**config.mk**
```make
export PLATFORM = sky130hd
export DESIGN_NAME = ddr4_cmd_decode
export DESIGN_NICKNAME = d
export VERILOG_FILES = /design/src/rtl/ddr4_pkg.sv /design/src/rtl/ddr4_open_row_table.sv /design/src/rtl/ddr4_cmd_decode.sv
export SDC_FILE = /design/constraint.sdc
export NUM_CORES = 1
export LEC_CHECK = 0
export CAP_MARGIN = 20
export CELL_PAD_IN_SITES_DETAIL_PLACEMENT = 1
export CELL_PAD_IN_SITES_GLOBAL_PLACEMENT = 1
export CORE_MARGIN = 1.5
export CORE_UTILIZATION = 46
export CTS_CLUSTER_DIAMETER = 150
export DETAILED_ROUTE_END_ITERATION = 10
export GPL_TIMING_DRIVEN = 0
export PLACE_DENSITY = 0.84
export SYNTH_ARGS = -nofsm -noshare
export SYNTH_HDL_FRONTEND = slang
export SYNTH_SLANG_ARGS = --single-unit
```
**constraint.sdc**
```tcl
create_clock -name clk -period 3.3 [get_ports clk]
set_input_delay 0.66 -clock clk [delete_from_list [all_inputs] [get_ports clk]]
set_output_delay 0.66 -clock clk [all_outputs]
set_load 0.02 [all_outputs]
```
**src/rtl/ddr4_pkg.sv**
```systemverilog
// Shared DDR4 command-decode definitions: one-hot command bit positions,
// power-state encoding and bank-count derivation.
package ddr4_pkg;

    localparam int unsigned CMD_WIDTH = 19;

    localparam int unsigned CMD_ACT  = 18;
    localparam int unsigned CMD_BST  = 17;
    localparam int unsigned CMD_CFG  = 16;
    localparam int unsigned CMD_CKEH = 15;
    localparam int unsigned CMD_CKEL = 14;
    localparam int unsigned CMD_DPD  = 13;
    localparam int unsigned CMD_DPDX = 12;
    localparam int unsigned CMD_MRR  = 11;
    localparam int unsigned CMD_MRW  = 10;
    localparam int unsigned CMD_PD   = 9;
    localparam int unsigned CMD_PDX  = 8;
    localparam int unsigned CMD_PR   = 7;
    localparam int unsigned CMD_PRA  = 6;
    localparam int unsigned CMD_RD   = 5;
    localparam int unsigned CMD_RDA  = 4;
    localparam int unsigned CMD_REF  = 3;
    localparam int unsigned CMD_SRF  = 2;
    localparam int unsigned CMD_WR   = 1;
    localparam int unsigned CMD_WRA  = 0;

    // Address bit that selects auto-precharge (RD/WR) or all-banks (PRE)
    localparam int unsigned A10_BIT = 10;

    typedef enum logic [1:0] {
        PWR_ACTIVE  = 2'd0,
        PWR_PWRDN   = 2'd1,
        PWR_SELFREF = 2'd2
    } pwr_state_t;

    function automatic int unsigned bank_groups(input int unsigned bgwidth);
        return 32'd1 << bgwidth;
    endfunction

    function automatic int unsigned banks_per_group(input int unsigned bawidth);
        return 32'd1 << bawidth;
    endfunction

endpackage

```
**src/rtl/ddr4_open_row_table.sv**
```systemverilog
// Per-bank open-row table: {valid,row} per bank with set, clear,
// clear-all and a combinational read port.
module ddr4_open_row_table
    import ddr4_pkg::*;
#(
    parameter int unsigned NBANKS = 16,
    parameter int unsigned IDXW   = 4,
    parameter int unsigned ROWW   = 17
) (
    input  logic            clk,
    input  logic            rst,
    input  logic            set_en,
    input  logic [IDXW-1:0] set_idx,
    input  logic [ROWW-1:0] set_row,
    input  logic            clr_en,
    input  logic [IDXW-1:0] clr_idx,
    input  logic            clr_all,
    input  logic [IDXW-1:0] rd_idx,
    output logic            rd_valid,
    output logic [ROWW-1:0] rd_row,
    output logic            any_open
);

    logic [NBANKS-1:0] valid_q, valid_d;
    logic [ROWW-1:0]   row_q [NBANKS];
    logic [ROWW-1:0]   row_d [NBANKS];

    // Next table contents from the set/clear requests
    always_comb begin
        valid_d = valid_q;
        row_d   = row_q;
        if (clr_all) begin
            valid_d = '0;
        end else if (clr_en) begin
            valid_d[clr_idx] = 1'b0;
        end
        if (set_en) begin
            valid_d[set_idx] = 1'b1;
            row_d[set_idx]   = set_row;
        end
    end

    // Table storage; reset closes every bank
    always_ff @(posedge clk) begin
        if (rst) begin
            valid_q <= '0;
            for (int unsigned i = 0; i < NBANKS; i++) begin
                row_q[i] <= '0;
            end
        end else begin
            valid_q <= valid_d;
            row_q   <= row_d;
        end
    end

    assign rd_valid = valid_q[rd_idx];
    assign rd_row   = row_q[rd_idx];
    assign any_open = |valid_q;

endmodule

```
**src/rtl/ddr4_cmd_decode.sv**
```systemverilog
// DDR4 pin-level command decoder: decodes CA pins into the one-hot command
// vector, tracks CKE power state and open rows, flags protocol errors.
module ddr4_cmd_decode
    import ddr4_pkg::*;
#(
    parameter int unsigned BGWIDTH   = 2,
    parameter int unsigned BAWIDTH   = 2,
    parameter int unsigned ADDRWIDTH = 17,
    parameter int unsigned COLWIDTH  = 10
) (
    input  logic                 clk,
    input  logic                 rst,
    input  logic                 cke,
    input  logic                 cs_n,
    input  logic                 act_n,
    input  logic                 ras_n,
    input  logic                 cas_n,
    input  logic                 we_n,
    input  logic [BGWIDTH-1:0]   bg,
    input  logic [BAWIDTH-1:0]   ba,
    input  logic [ADDRWIDTH-1:0] addr,
    output logic [18:0]          commands,
    output logic [BGWIDTH-1:0]   bg_q,
    output logic [BAWIDTH-1:0]   ba_q,
    output logic [ADDRWIDTH-1:0] row_q,
    output logic [COLWIDTH-1:0]  col_q,
    output logic [1:0]           pwr_state,
    output logic                 proto_err
);

    localparam int unsigned BANKGROUPS    = bank_groups(BGWIDTH);
    localparam int unsigned BANKSPERGROUP = banks_per_group(BAWIDTH);
    localparam int unsigned NBANKS        = BANKGROUPS * BANKSPERGROUP;
    localparam int unsigned IDXW          = BGWIDTH + BAWIDTH;

    pwr_state_t             pwr_state_q, pwr_state_d;
    logic                   cke_prev_q, cke_prev_d;
    logic [CMD_WIDTH-1:0]   commands_q, commands_d;
    logic                   proto_err_q, proto_err_d;
    logic [BGWIDTH-1:0]     bg_d;
    logic [BAWIDTH-1:0]     ba_d;
    logic [ADDRWIDTH-1:0]   row_d;
    logic [COLWIDTH-1:0]    col_d;

    logic [2:0]             rcw;
    logic                   a10;
    logic [IDXW-1:0]        bank_idx;
    logic                   cke_run, cke_fall, cke_rise;
    logic                   sel_ref, sel_nop;

    logic                   tbl_set, tbl_clr, tbl_clr_all;
    logic                   tbl_valid, tbl_any_open;
    logic [ADDRWIDTH-1:0]   tbl_row;

    assign rcw      = {ras_n, cas_n, we_n};
    assign a10      = addr[A10_BIT];
    assign bank_idx = {bg, ba};
    assign cke_run  = cke_prev_q & cke;
    assign cke_fall = cke_prev_q & ~cke;
    assign cke_rise = ~cke_prev_q & cke;
    assign sel_ref  = ~cs_n & act_n & (rcw == 3'b001);
    assign sel_nop  = cs_n | (act_n & (rcw == 3'b111));

    ddr4_open_row_table #(
        .NBANKS (NBANKS),
        .IDXW   (IDXW),
        .ROWW   (ADDRWIDTH)
    ) u_table (
        .clk      (clk),
        .rst      (rst),
        .set_en   (tbl_set),
        .set_idx  (bank_idx),
        .set_row  (addr),
        .clr_en   (tbl_clr),
        .clr_idx  (bank_idx),
        .clr_all  (tbl_clr_all),
        .rd_idx   (bank_idx),
        .rd_valid (tbl_valid),
        .rd_row   (tbl_row),
        .any_open (tbl_any_open)
    );

    // Power-state and pin registers; reset forces ACTIVE and cke_prev high
    always_ff @(posedge clk) begin
        if (rst) begin
            pwr_state_q <= PWR_ACTIVE;
            cke_prev_q  <= 1'b1;
            commands_q  <= '0;
            proto_err_q <= 1'b0;
            bg_q        <= '0;
            ba_q        <= '0;
            row_q       <= '0;
            col_q       <= '0;
        end else begin
            pwr_state_q <= pwr_state_d;
            cke_prev_q  <= cke_prev_d;
            commands_q  <= commands_d;
            proto_err_q <= proto_err_d;
            bg_q        <= bg_d;
            ba_q        <= ba_d;
            row_q       <= row_d;
            col_q       <= col_d;
        end
    end

    // Power-state transitions on CKE edges
    always_comb begin
        pwr_state_d = pwr_state_q;
        cke_prev_d  = cke;
        if (cke_fall) begin
            pwr_state_d = sel_ref ? PWR_SELFREF : PWR_PWRDN;
        end else if (cke_rise) begin
            pwr_state_d = PWR_ACTIVE;
        end
    end

    // Command decode, error detection and open-row table requests
    always_comb begin
        commands_d  = '0;
        proto_err_d = 1'b0;
        row_d       = '0;
        bg_d        = bg;
        ba_d        = ba;
        col_d       = addr[COLWIDTH-1:0];
        tbl_set     = 1'b0;
        tbl_clr     = 1'b0;
        tbl_clr_all = 1'b0;

        if (cke_run) begin
            if (!cs_n) begin
                if (!act_n) begin
                    commands_d[CMD_ACT] = 1'b1;
                    row_d               = addr;
                    proto_err_d         = tbl_valid;
                    tbl_set             = ~tbl_valid;
                end else begin
                    case (rcw)
                        3'b000: begin
                            commands_d[CMD_MRW] = 1'b1;
                            proto_err_d         = tbl_any_open;
                        end
                        3'b001: begin
                            commands_d[CMD_REF] = 1'b1;
                            proto_err_d         = tbl_any_open;
                        end
                        3'b010: begin
                            if (a10) begin
                                commands_d[CMD_PRA] = 1'b1;
                                tbl_clr_all         = 1'b1;
                            end else begin
                                commands_d[CMD_PR] = 1'b1;
                                tbl_clr            = 1'b1;
                            end
                        end
                        3'b101, 3'b100: begin
                            if (rcw[0]) begin
                                commands_d[a10 ? CMD_RDA : CMD_RD] = 1'b1;
                            end else begin
                                commands_d[a10 ? CMD_WRA : CMD_WR] = 1'b1;
                            end
                            row_d       = tbl_valid ? tbl_row : '0;
                            proto_err_d = ~tbl_valid;
                            tbl_clr     = a10 & tbl_valid;
                        end
                        3'b110: commands_d[CMD_CFG] = 1'b1;
                        3'b011: proto_err_d = 1'b1;
                        default: ;
                    endcase
                end
            end
        end else if (cke_fall) begin
            // Only REF or NOP/DES are legal alongside CKE falling
            commands_d[CMD_CKEL] = 1'b1;
            if (sel_ref) begin
                commands_d[CMD_SRF] = 1'b1;
                proto_err_d         = tbl_any_open;
            end else if (sel_nop) begin
                commands_d[CMD_PD] = 1'b1;
            end else begin
                proto_err_d = 1'b1;
            end
        end else if (cke_rise) begin
            commands_d[CMD_CKEH] = 1'b1;
            commands_d[CMD_PDX]  = (pwr_state_q == PWR_PWRDN);
        end
    end

    assign commands  = commands_q;
    assign proto_err = proto_err_q;
    assign pwr_state = pwr_state_q;

endmodule
```
=== Word level (Yosys, flattened, before mapping) ===
Index checks and enable logic that the tools add are counted.
W data, S select, Z words.

* Equal/unequal tests: 8
* Order comparisons: 8
* Reductions and logical operators: 12
* Bitwise operators: 19
* Mux-type cells: 71

{| class="wikitable"
|+ Operators with widths
! kind !! count
|-
| $bwmux W272 || 1
|-
| $mux W17 || 6
|-
| $mux W16 || 5
|-
| $bmux W17 S4 || 1
|-
| $demux W17 S4 || 1
|-
| $mux W1 || 36
|-
| $mux W19 || 1
|-
| $and A16 B16 Y16 || 1
|-
| $mux W2 || 8
|-
| $not A16 Y16 || 1
|-
| $or A16 B16 Y16 || 1
|-
| $reduce_or A16 Y1 || 1
|-
| $eq A3 B3 Y1 const B || 4
|-
| $demux W1 S5 || 2
|-
| $pmux W1 S2 || 4
|-
| $and A1 B1 Y1 || 7
|-
| $not A1 Y1 || 7
|-
| $eq A3 B2 Y1 const B || 2
|-
| $lt A1 B6 Y1 const B || 1
|-
| $lt A3 B6 Y1 const B || 1
|-
| $ge A5 B5 Y1 const B || 1
|-
| $lt A4 B5 Y1 const B || 1
|-
| $lt A5 B1 Y1 const B || 1
|-
| $mux W5 || 1
|-
| other kinds (19) || 23
|}

* Output and inout port bits: 53
* Bits in registers: 342
* Input port bits: 29
* Word-level logic and storage cells: 146

=== Depth between registers and ports, before layout ===
* Depth in word-level cells: 11
* Gate-level depth with buffers: 10
* Gate-level depth less buffers: 6

=== Hierarchy ===
From an unflattened synthesis, not the netlist that was laid out.

* Cells, all modules: 1,675
* Area, all modules: 15,173.3 sq um

{| class="wikitable"
|+ Modules (own cells, without submodules)
! module !! instances !! seq. area each (sq um) !! cells an instance !! area an instance (sq um)
|-
| ddr4_open_row_table || 1 || 5,765.5 || 1,523 || 13,452.9
|-
| ddr4_cmd_decode || 1 || 1,001.0 || 152 || 1,720.4
|}

=== Worst setup path after synthesis ===
OpenSTA, ideal clock, no wires.

* Path type: in2reg
* Start: input ba[0]
* End: register row_q[10]
* Setup time: 0.117 ns
* Required time: 3.183 ns
* Arrival time: 2.552 ns
* Slack: 0.631 ns
* Buffers on the path: 4
* Stages on the path: 9
* Cell sequence: buf_6 -> buf_6 -> mux2_1 -> mux4_2 -> buf_6 -> mux2i_1 -> nor2_1 -> buf_2 -> a22o_1

* Longest elaborated chain between the ends: 7
* Elaborated cells between the ends (all ways): 9
* Those cells by class: mux: 8; bitwise: 1

{| class="wikitable"
|+ Ends and longest elaborated chain
! what !! RTL line !! RTL
|-
| start, declared || ddr4_cmd_decode.sv:20 || <nowiki>input logic [BAWIDTH-1:0] ba,</nowiki>
|-
| $not A4 Y5 (implied by the code) || ddr4_open_row_table.sv:57 || <nowiki>assign rd_row = row_q[rd_idx];</nowiki>
|-
| $bmux W17 S4 || ddr4_open_row_table.sv:57 ||
|-
| $mux W17 (implied by the code) (2 in a row) || ddr4_open_row_table.sv:57 ||
|-
| $mux W17 (*) || ddr4_cmd_decode.sv:161 || <nowiki>row_d = tbl_valid ? tbl_row : '0;</nowiki>
|-
| $mux W17 (*) || ddr4_cmd_decode.sv:137 || <nowiki>case (rcw)</nowiki>
|-
| $mux W17 (*) || ddr4_cmd_decode.sv:131 || <nowiki>if (!act_n) begin</nowiki>
|-
| end signal, assigned || ddr4_cmd_decode.sv:101 || <nowiki>row_q <= row_d;</nowiki>
|-
| end, declared || ddr4_cmd_decode.sv:25 || <nowiki>output logic [ADDRWIDTH-1:0] row_q,</nowiki>
|}

Mark *: on every way between the ends. The rest lies on a longest branch, timed or not. The select of a mux whose other input is x is not followed.
A chain may end at the register's enable or synchronous reset.

=== Worst setup path in the final report ===
* Start: input ba[1]
* End: register u_table.row_q[8] in the netlist's numbering

* Longest elaborated chain between the ends: 6
* Elaborated cells between the ends (all ways): 13
* Those cells by class: order compare: 2; mux: 8; bitwise: 2; reduce/logical: 1

{| class="wikitable"
|+ Ends and longest elaborated chain
! what !! RTL line !! RTL
|-
| $not A4 Y5 (implied by the code) or $bmux W1 S4 (tied branches) || ddr4_open_row_table.sv:39, ddr4_open_row_table.sv:56 ||
|-
| $ge A5 B5 Y1 (implied by the code), or another cell as far along || ddr4_open_row_table.sv:39 || <nowiki>row_d[set_idx] = set_row;</nowiki>
|-
| $logic_and A1 B1 Y1 (implied by the code) or $not A1 Y1 (tied branches) || ddr4_open_row_table.sv:39, ddr4_cmd_decode.sv:135 ||
|-
| $mux W17 (implied by the code) or $mux W1 (tied branches) || ddr4_open_row_table.sv:39, ddr4_cmd_decode.sv:131 ||
|-
| $demux W17 S4 or $mux W1 (tied branches) || ddr4_open_row_table.sv:39, ddr4_cmd_decode.sv:130 ||
|-
| $bwmux W272 or $mux W1 (tied branches) || ddr4_open_row_table.sv:39, ddr4_cmd_decode.sv:129 ||
|-
| end signal, assigned || ddr4_open_row_table.sv:52 || <nowiki>row_q <= row_d;</nowiki>
|-
| end, declared || ddr4_open_row_table.sv:25 || <nowiki>logic [ROWW-1:0] row_q [NBANKS];</nowiki>
|}

Several ways; a longest one is shown, not always the timed one. The select of a mux whose other input is x is not followed.

==> impl_metrics.ini <==
[global_routing]
antenna_found_initial = 0
first_global_vias = 13668
track_usage_pct = 30.54
grt-ovfl-total = 0
grt_pass1_wl_mm = 77.56
grt_max_degree = 14

[placement]
portBuffers = 53
post-place-cells = 2053
place_hpwl_mm = 35.23
post_dp_cell_area_mm2 = 0.01564
gp_congestion = 0.8901

[critical_path]
cp_num_buf_inv = 4
cp_top_family = buffers and inverters
crit_start = ba[1]
path_class = primary input to register
cp-endpoint = u_table.row_q[8]
cp_slowest_stage_delay_ps = 660
rr_endpoint = u_table.row_q[114]
critPathSlowestCell = buf_1
reg2reg_slack_ps = 600
crit_required_ps = 3740
critPathCaptureType = register
worstPathArrival_ps = 3550
cp_max_fo = 10
r2r-start = cke_prev_q
worst-r2r-cell-count = 7
cp.depth = 8
cp-start-kind = primary input
crit_chain = clkbuf_1, clkbuf_1, buf_1, nand2_1, nor3_4, buf_2, nand2_1, a21oi_1

[logic_synthesis]
ys_seq_elements = 338
synth-seq-area-share_pct = 46.35
ys_warn_count = 0
avgSynthCellArea_um2 = 9.152
synth_area_mm2 = 0.01460
ys_types = 42
netlist_instances = 1595

[sta]
fin_crit_sh_pct = 94.25
rsz0062_at_grt = no
hold_viol_final = 0
max_slew_margin_pct = 28.65
holdWs_ps = 451.9
tightest_slew_ps = 1070
max_freq_mhz = 321.5
fin_crit_ps = 3110
skew_ps = 23.09
setup_viol = 0
drv_slew = 0
fin_tns_setup_ps = 0

[cts]
cts_tree = yes
cts.htree.levels = 2
holdBufCountCts = 0
cts.path.max_buffers = 3
clock-root-buffer = clkbuf_16
postCtsSetupRepairBufs = 0
clkSlewWorstSetupHoldPaths_ps = 60
cts_buffers = 37
clk_latency_ps = 530
clock_sinks = 338

[route]
viasPerCell = 6.014
firstDrtPassIters = 5
postRouteAntennaNets = 0
dr.first_iter.drc_count = 923
vias = 12720
drcViolationCount = 0
drt_wl_total_mm = 49.67
wl_per_cell_um = 23.49

[finish]
nets = 1721
fin_cells = 2115
area_growth_pct = 15.79
n_antenna_cell = 0
fin_area_mm2 = 0.01690
fin_util_pct = 53.84
drive_above_1_share_pct = 12.73

[status]
status = finished clean

[floorplanning]
start_util_pct = 46.50
pin_count = 82
rows = 65
die_area_mm2 = 0.03281
die_w_um = 181.1
die_height_um = 181.1
core_region_area_mm2 = 0.03139

[power]
p_seq_share_pct = 45.9
total_switching_power_mw = 2.104
power_frac_comb_pct = 6.1
ir_worst_vdd_uv = 293.7
switching_share_pct = 23.44
powerDensity_mw_per_mm2 = 531.2
p_int_mw = 6.874
p_clk_share_pct = 48.0
power.leakage_nw = 5.603

[worst_hold_path]
hp-class = register to register

[run]
maxCapViolations = 0
placed cells by master, fill, tap and decap left out, types with 6 or more instances in the layout:
cell,count
nand2_1,397
dfxtp_1,338
a21oi_1,179
nor2_1,120
clkbuf_1,103
mux2i_1,91
mux4_2,71
nand3_1,63
clkdlybuf4s50_1,53
clkbuf_16,39
nor3_1,23
buf_4,20
a21oi_2,20
nor2b_1,18
a22oi_1,18
buf_2,17
nor4_1,17
a22o_1,17
nor3_4,11
buf_6,10
clkinv_2,8
clkbuf_8,7
inv_1,6
cell families (layout without fill, tap and decap cells):
kind of cell | Yosys count | in the layout | share of synthesized area [%]
AO/OA/AOI/OAI | 246 | 246 | 9.908
adder cells (fa/ha/maj) | 3 | 3 | 0.2572
buffers and inverters | 160 | 275 | 5.288
flip-flops | 338 | 338 | 46.35
multiplexers | 170 | 170 | 17.84
other | 1 | 4 | 0.02569
AND/OR/NAND/NOR | 677 | 677 | 20.33
layer usage:
metal / track usage, % / up-vias / part of all wire [%]
met3: 4.173 / 171 / 6.3
met4: 17.03 / 0 / 5.6
met1: 37.33 / 6363 / 40
li1: - / 5646 / -
met2: 52.00 / 540 / 48
met5: 0 / - / 0
power by group through the flow:
stage          Sequential (mW)  Combinational, mW  Clock, mW
2_1_floorplan             4.23              0.310          0
3_3_place_gp              4.21              0.517          0
3_5_place_dp              4.21              0.531          0
4_1_cts                   4.12              0.537       4.34
5_1_grt                   4.12              0.572       4.53
6_report                  4.12              0.544       4.31
synthesized netlist by cell type (all sizes together):
master	number	share of area [%]
ha	3	0.26
nand3b	4	0.21
a221oi	2	0.12
or3	4	0.17
or2	1	0.043
mux2	8	0.64
o41ai	1	0.060
buf	52	2.5
and2	1	0.043
dfxtp	338	46
a22o	17	1.0
a22oi	18	0.93
nand2	397	10
o22ai	4	0.17
nand2b	3	0.13
o21ai	1	0.034
a21oi	199	7.3
mux4	71	11
nor4b	2	0.12
nor2	121	3.1
nor4	17	0.73
nor3	34	2.0
inv	6	0.15
and3b	1	0.060
nand3	63	2.2
or4	2	0.10
o32ai	4	0.24
conb	1	0.026
or3b	1	0.060
nor3b	3	0.15
mux2i	91	6.2
nand4bb	1	0.077
clkbuf	102	2.6
and3	4	0.17
nor2b	18	0.77
worst min-delay path: stages (launching register included):
cell     delay [ps]
dfxtp_1         310
nand2_1          50
a21oi_1          50
layout make-up:
class,instances,area [µm²]
clock inverters,14,176.4
clock buffers,49,1084
flip-flops and latches,338,6766
inverters,6,22.52
fillers,3618,14490
repair buffers,53,530.5
well taps,402,503.0
multi-input cells,1100,7073
plain buffers,153,747.0
registers in the layout, summed over array words and instances, names as in the netlist:
register,flops
commands,15
cke_prev_q,1
u_table.valid_q,16
u_table.row_q,272
ba_q,2
col_q,10
pwr_state,2
proto_err,1
row_q,17
bg_q,2
worst min path at each step:
| stage | from | cells after the start | slack, ps | endpoint |
|---|---|---|---|---|
| after CTS | u_table.row_q[139] | 2 | 450 | u_table.row_q[139] |
| after global placement | u_table.row_q[82] | 2 | 430 | u_table.row_q[82] |
| after detailed placement | u_table.row_q[72] | 2 | 440 | u_table.row_q[72] |
| final | u_table.row_q[112] | 2 | 450 | u_table.row_q[112] |
| after global routing | u_table.row_q[139] | 2 | 470 | u_table.row_q[139] |
| after floorplan | u_table.row_q[68] | 2 | 430 | u_table.row_q[68] |
metrics by stage:
stage / total power, mW / worst slack [ps]
6_report: 8.979 / 189.6
3_3_place_gp: 4.728 / -679.0
4_1_cts: 9.001 / 82.92
5_1_grt: 9.222 / 29.89
2_1_floorplan: 4.537 / 631.2
3_5_place_dp: 4.744 / -785.4
repair_timing:
| action | in CTS | in global routing |
|---|---|---|
| gates cloned | 0 | 0 |
| pin swaps | 0 | 0 |
| setup endpoints to repair | 9 | 19 |
| gates resized for setup | 2 | 0 |
Note: power is estimated with default switching activity, not from simulation.
